--- src/rtl/gf2_poly_divider_pkg.sv ---
// gf2_poly_divider_pkg: shared FSM state encoding and default widths for the GF(2) divider
package gf2_poly_divider_pkg;
  localparam int DEF_DW = 64;
  localparam int DEF_VW = 32;
  localparam int DEF_CW = 7;
  typedef enum logic [1:0] {S_IDLE, S_DEG, S_DIV, S_DONE} state_t;
endpackage

--- src/rtl/gf2_poly_divider_deg.sv ---
// gf2_deg_encoder: index of the highest set bit of i_vec (o_idx) and an all-zero flag (o_zero)
module gf2_deg_encoder #(
  parameter int W  = 32,
  parameter int IW = $clog2(W)
) (
  input  logic [W-1:0]  i_vec,
  output logic [IW-1:0] o_idx,
  output logic          o_zero
);
  always_comb begin
    o_idx = '0;
    for (int i = 0; i < W; i++) o_idx = i_vec[i] ? IW'(i) : o_idx;
  end
  assign o_zero = ~|i_vec;
endmodule

--- src/rtl/gf2_poly_divider.sv ---
// gf2_poly_divider: sequential GF(2) long divider, one quotient bit per clock; start/dividend/divisor in, busy/done/quotient/remainder/div_zero out
module gf2_poly_divider import gf2_poly_divider_pkg::*; #(
  parameter int DW = DEF_DW,
  parameter int VW = DEF_VW,
  parameter int CW = DEF_CW
) (
  input  logic          clk,
  input  logic          rst,
  input  logic          start,
  input  logic [DW-1:0] dividend,
  input  logic [VW-1:0] divisor,
  output logic          busy,
  output logic          done,
  output logic [DW-1:0] quotient,
  output logic [VW-1:0] remainder,
  output logic          div_zero
);
  localparam int IW = $clog2(VW);
  state_t        r_state, w_state_nxt;
  logic [DW-1:0] r_a, r_q;
  logic [VW-1:0] r_d, r_r;
  logic [IW-1:0] r_deg, w_deg;
  logic [CW-1:0] r_cnt;
  logic          r_dz, w_zero, w_bit;
  logic [VW:0]   w_t;
  gf2_deg_encoder #(.W(VW)) u_deg (.i_vec(r_d), .o_idx(w_deg), .o_zero(w_zero));
  // partial remainder stays below deg(D), so T[deg] is the only bit that can need cancelling
  assign w_t   = {r_r, r_a[DW-1]};
  assign w_bit = w_t[r_deg];
  always_comb begin
    w_state_nxt = r_state;
    case (r_state)
      S_IDLE:  w_state_nxt = start ? S_DEG : S_IDLE;
      S_DEG:   w_state_nxt = w_zero ? S_DONE : S_DIV;
      S_DIV:   w_state_nxt = (r_cnt == CW'(1)) ? S_DONE : S_DIV;
      default: w_state_nxt = S_IDLE;
    endcase
  end
  always_ff @(posedge clk or posedge rst) begin
    if (rst) begin
      r_state <= S_IDLE;
      r_a     <= '0;
      r_q     <= '0;
      r_d     <= '0;
      r_r     <= '0;
      r_deg   <= '0;
      r_cnt   <= '0;
      r_dz    <= 1'b0;
    end else begin
      r_state <= w_state_nxt;
      case (r_state)
        S_IDLE: if (start) begin
          r_a  <= dividend;
          r_d  <= divisor;
          r_r  <= '0;
          r_q  <= '0;
          r_dz <= 1'b0;
        end
        S_DEG: begin
          r_deg <= w_deg;
          r_cnt <= CW'(DW);
          r_dz  <= w_zero;
        end
        S_DIV: begin
          r_r   <= w_t[VW-1:0] ^ (w_bit ? r_d : '0);
          r_q   <= {r_q[DW-2:0], w_bit};
          r_a   <= r_a << 1;
          r_cnt <= r_cnt - CW'(1);
        end
        default: ;
      endcase
    end
  end
  assign busy      = r_state != S_IDLE;
  assign done      = r_state == S_DONE;
  assign quotient  = r_q;
  assign remainder = r_r;
  assign div_zero  = r_dz;
endmodule

--- config.mk ---
export PLATFORM = sky130hd
export DESIGN_NAME = gf2_poly_divider
export DESIGN_NICKNAME = d
export VERILOG_FILES = /design/src/rtl/gf2_poly_divider_pkg.sv /design/src/rtl/gf2_poly_divider_deg.sv /design/src/rtl/gf2_poly_divider.sv
export SDC_FILE = /design/constraint.sdc
export NUM_CORES = 1
export LEC_CHECK = 0
export CORE_ASPECT_RATIO = 0.6
export CORE_MARGIN = 1
export CORE_UTILIZATION = 56
export DETAILED_ROUTE_END_ITERATION = 12
export MAX_ROUTING_LAYER = met4
export PLACE_DENSITY = 0.91
export SETUP_SLACK_MARGIN = 0.02
export SKIP_CTS_REPAIR_TIMING = 1
export SYNTH_ARGS = -nofsm -noshare
export SYNTH_HDL_FRONTEND = slang
export SYNTH_SLANG_ARGS = --single-unit
--- constraint.sdc ---
create_clock -name clk -period 22.4 [get_ports clk]
set_clock_uncertainty 0.15 [all_clocks]
set_input_delay 4.48 -clock clk [delete_from_list [all_inputs] [get_ports clk]]
set_output_delay 4.48 -clock clk [all_outputs]
set_load 0.02 [all_outputs]
Word level (Yosys, flattened, before mapping):

Index checks and enable logic that the tools add are counted.

* bits in registers: 207
* ROM bits: 0
* latch bits: 0
* word-level logic and storage cells: 73
* memories: 0
* RAM bits: 0
* output and inout bits: 99

* multiply operators: 0
* reduce and logical (&&, ||, !) cells: 10
* muxes and demuxes: 47
* bitwise logic cells: 1
* equality and inequality tests: 5
* div/mod/pow operators: 0
* shift operators: 0
* magnitude comparators: 1
* add/sub/neg operators: 1

Operators with widths (count)
* $pmux W64 S2: 2
* $mux W5: 30
* $mux W64: 2
* $mux W32: 2
* $pmux W32 S2: 1
* $reduce_or A32 Y1: 1
* $xor A32 B32 Y32: 1
* $pmux W7 S2: 1
* $reduce_bool A2 Y1: 4
* $eq A7 B1 Y1 const B: 1
* $lt A5 B7 Y1 const B: 1
* $sub A7 B1 Y7 const B: 1
* $mux W1: 6
* $pmux W2 S3: 1
* $reduce_and A2 Y1: 3
* $bmux W1 S5: 1
* $eq A2 B2 Y1 const B: 2
* $eq A2 B1 Y1 const B: 1
* $logic_not A2 Y1: 1
* $ne A2 B2 Y1 const B: 1
* $pmux W1 S2: 1
* $logic_not A1 Y1: 1

Longest topological paths before layout:

* depth in word-level cells: 31
* mapped depth: 9
* gate-level depth less buffers: 6

By module:

Synthesis repeated with hierarchy kept, for this count alone.

* cell total of the unflattened synthesis: 1010
* area total of the unflattened synthesis: 10097.2 um^2

Modules (own cells, without submodules)
* gf2_poly_divider: area an instance 9763.1 um^2, cells each 945, instances 1
* gf2_deg_encoder: area an instance 334.1 um^2, cells each 65, instances 1

Least setup slack after synthesis:

OpenSTA, ideal clock, no wires.

* path type: in2reg
* start point: input port start
* end point: register r_r[26] (netlist: remainder[26])
* stages on the path: 7
* arrival: 5.687 ns
* slack: 16.486 ns
* path through: nand2_1 a21boi_2 buf_2 buf_2 clkbuf_1 nand2_1 o21ai_1

* longest elaborated chain between the ends: 2

Ends and longest elaborated chain
* start: declaration: RTL line gf2_poly_divider.sv:9 `input logic start,`
* $ne A2 B2 Y1 (no source line)
* $reduce_and A2 Y1 (no source line)
* end signal: assignment: RTL line gf2_poly_divider.sv:65 `r_r <= w_t[VW-1:0] ^ (w_bit ? r_d : '0);`
* end: declaration: RTL line gf2_poly_divider.sv:21 `logic [VW-1:0] r_d, r_r;`

Every way passes these cells.
A chain may end at the register's enable or synchronous reset.

Worst setup path in the final report:

* start point: input port start
* end point: register r_a[55]

* longest elaborated chain between the ends: 2

Ends and longest elaborated chain
* $ne A2 B2 Y1 (no source line)
* $reduce_and A2 Y1 (no source line)
* end signal: assignment: RTL line gf2_poly_divider.sv:53 `r_a <= dividend;`
* end signal: assignment: RTL line gf2_poly_divider.sv:67 `r_a <= r_a << 1;`
* end: declaration: RTL line gf2_poly_divider.sv:20 `logic [DW-1:0] r_a, r_q;`

Every way passes these cells.

==> results.yml <==
placement:
  gp_congestion: 0.965
  numPlacedInstances: 1370
  postPlaceCellArea_um2: 12000
  numPortBuffers: 197
  dp_hpwl_um: 17300
route:
  vias: 7918
  ant_nets: 0
  drtPass1Iterations: 5
  routed_wl_um: 25100
  drt-initial-drc-count: 818
  vias_per_cell: 5.63
  wire_per_inst_um: 17.8
  drc: 0
power_and_ir_drop:
  p_clk_share_pct: 19.8
  swShare_pct: 41.4
  p_total_mw: 1.71
  p_int_mw: 1.00
  p_seq_share_pct: 36.3
  vdd_drop_max_uv: 92.8
  netSwitchingPower_mw: 0.708
  combPwrFrac_pct: 43.8
  pwr_density_cell_nw_per_um2: 135
  power_leakage_nw: 5.31
logic_synthesis:
  synthFlopType: "dfrtp_1"
  synth_area_leaders: "dfrtp_1 52%, nand2_1 8.8%, mux2i_1 8.1%, o21ai_0 7.0%, a41oi_2 4.7%"
  yosysUniqueCellTypes: 48
  postSynthNetCount: 1105
  ys_ff_latch: 207
  yosysSeqAreaShare_pct: 51.6
  synth_cells: 1000
  yosys.area.top_type_share_pct: 51.6
  syn-cell-area_um2: 10000
  ys.warnings.count: 0
  synth_edf_count: 0
  async_flop_share_pct: 100
  yosysTopAreaCell: "dfrtp_1"
  synth_area_per_cell_um2: 10.0
grt:
  antenna_found_initial: 0
  grt_pass1_vias: 7475
  grt_max_degree: 137
  track_usage_pct: 28.3
  grt_first_pass_wirelength_um: 40300
  grt-ovfl-total: 0
worst_setup_path:
  r2r_slack_ps: 18780
  startpoint_type: "primary input"
  critPathRequiredTime_ps: 22560
  worstSetupEndpointType: "flip-flop"
  cp.arrival_ps: 7540
  worstSetupPathType: "primary input to flip-flop"
  path_max_fanout: 136
floorplan:
  fp-row-count: 37
  die_h_um: 106
  die_area_um2: 18500
  die_x_um: 175
  io_pins: 198
  floorplan.initialDensity_pct: 58.0
  core_um2: 17300
sta:
  finalSetupTns_ps: 0
  setup_violations: 0
  period_share_pct: 32.9
  rsz0062_at_grt: "false"
  min_period_ps: 7380
  max_freq_mhz: 136
  max_slew.worst_pin.slew_ps: 1110
  hold_viol: 0
  slew_headroom_pct: 26.2
  holdWs_ps: 332
  drv_slew: 0
hold_path:
  hp-class: "flip-flop to flip-flop"
clock_tree:
  cts_tree: "yes"
  cts_buffer_depth: 3
  htree_levels: 1
  cts_made_buffers: 20
  clk_latency_ps: 490
  ctsRootBufferMaster: "clkbuf_16"
  cts.clk_slew.worst_paths_ps: 70
  cts_sinks: 207
layout:
  final_area_um2: 12700
  drive_gt1_share_pct: 9.39
  layout_commonest_cell: "nand2_1"
  layout_common_cells: "234 x nand2_1, 207 x dfrtp_1, 197 x clkdlybuf4s50_1"
  nets: 1263
  instances_no_fill: 1407
  syn2layout_area_growth_pct: 26.6
run_status:
  status: "completed"
job:
  maxCapViolCount: 0
-- critical path, stage by stage --
cell	delay, ps
clkdlybuf4s50_1	470
nand2_1	100
buf_4	380
a21boi_4	260
buf_4	600
buf_4	900
o21ai_0	270
-- final timing paths --
path	end	startpoint	depth (start not counted)
max in group asynchronous	r_deg[0]	rst	3
max	r_a[55]	start	7
min	r_a[17]	r_a[17]	2
max reg2reg	r_a[55]	r_state[1]	8
min reg2reg	r_a[17]	r_a[17]	2
min in group asynchronous	quotient[40]	rst	2
-- area by class of cell --
class                           instances  area [µm²]
Inverter                               43         169
Clock buffer                           28         592
Sequential cell                       207        5180
Antenna cell                            1        2.50
Fill cell                            1279        4610
Clock inverter                          8        70.1
Timing Repair Buffer                  204        2020
Multi-Input combinational cell        682        4370
Tap cell                              234         293
-- flip-flops by register name, indices dropped and copies added, names as in the netlist --
register,count
div_zero,1
quotient,64
r_a,64
r_cnt,7
r_d,32
r_deg,5
r_state,2
remainder,32
-- cells by family (layout without fill, tap and decap cells) --
group           Yosys count  after routing  share of synthesized area [%]
fa+ha+maj                 6              6                          0.748
other cells               0              1                              0
buf+inv                 111            283                           5.10
xor+xnor                 34             34                           2.97
simple gates            294            294                           12.1
mux                     113            113                           11.7
compound gates          235            235                           15.8
flops                   207            207                           51.6
-- cell usage after synthesis, types with 3 or more instances --
| master | n |
|---|---|
| ha_1 | 6 |
| a21oi_1 | 11 |
| nand2b_1 | 3 |
| buf_2 | 21 |
| nor4_1 | 10 |
| nand3_1 | 5 |
| nor2_1 | 19 |
| inv_1 | 43 |
| o21ai_1 | 29 |
| nand3_2 | 3 |
| buf_4 | 6 |
| a41oi_2 | 29 |
| buf_6 | 4 |
| o21ai_0 | 141 |
| dfrtp_1 | 207 |
| buf_1 | 4 |
| nand4_1 | 4 |
| mux2i_1 | 81 |
| nor3_1 | 4 |
| mux2_2 | 32 |
| a31oi_1 | 3 |
| o311ai_0 | 3 |
| nor2b_1 | 4 |
| nand2_1 | 234 |
| a41oi_1 | 3 |
| xnor2_1 | 33 |
| a22oi_1 | 4 |
| clkbuf_1 | 32 |
-- through the flow --
| step | setup WS (ps) | util [%] |
|---|---|---|
| after floorplan | 12120 | - |
| after global placement | 14640 | 69.5 |
| after detailed placement | 14520 | 69.5 |
| after CTS | 15040 | 73.3 |
| after global routing | 14660 | 73.3 |
| final | 15020 | 73.4 |
-- power groups by stage --
stage | registers [mW] | logic (mW) | clock network, mW
global placement | 0.613 | 0.716 | 0
CTS | 0.617 | 0.748 | 0.344
global route | 0.636 | 0.825 | 0.362
finish | 0.622 | 0.750 | 0.339
floorplan | 0.605 | 0.565 | 0
detailed placement | 0.622 | 0.743 | 0
-- routing by layer --
layer / wire length [µm] / global-route usage (%)
met5: 0 / -
met4: 436 / 5.78
met3: 2400 / 7.61
met2: 10600 / 39.3
met1: 11600 / 41.5
(Power assumes the default switching activity.)
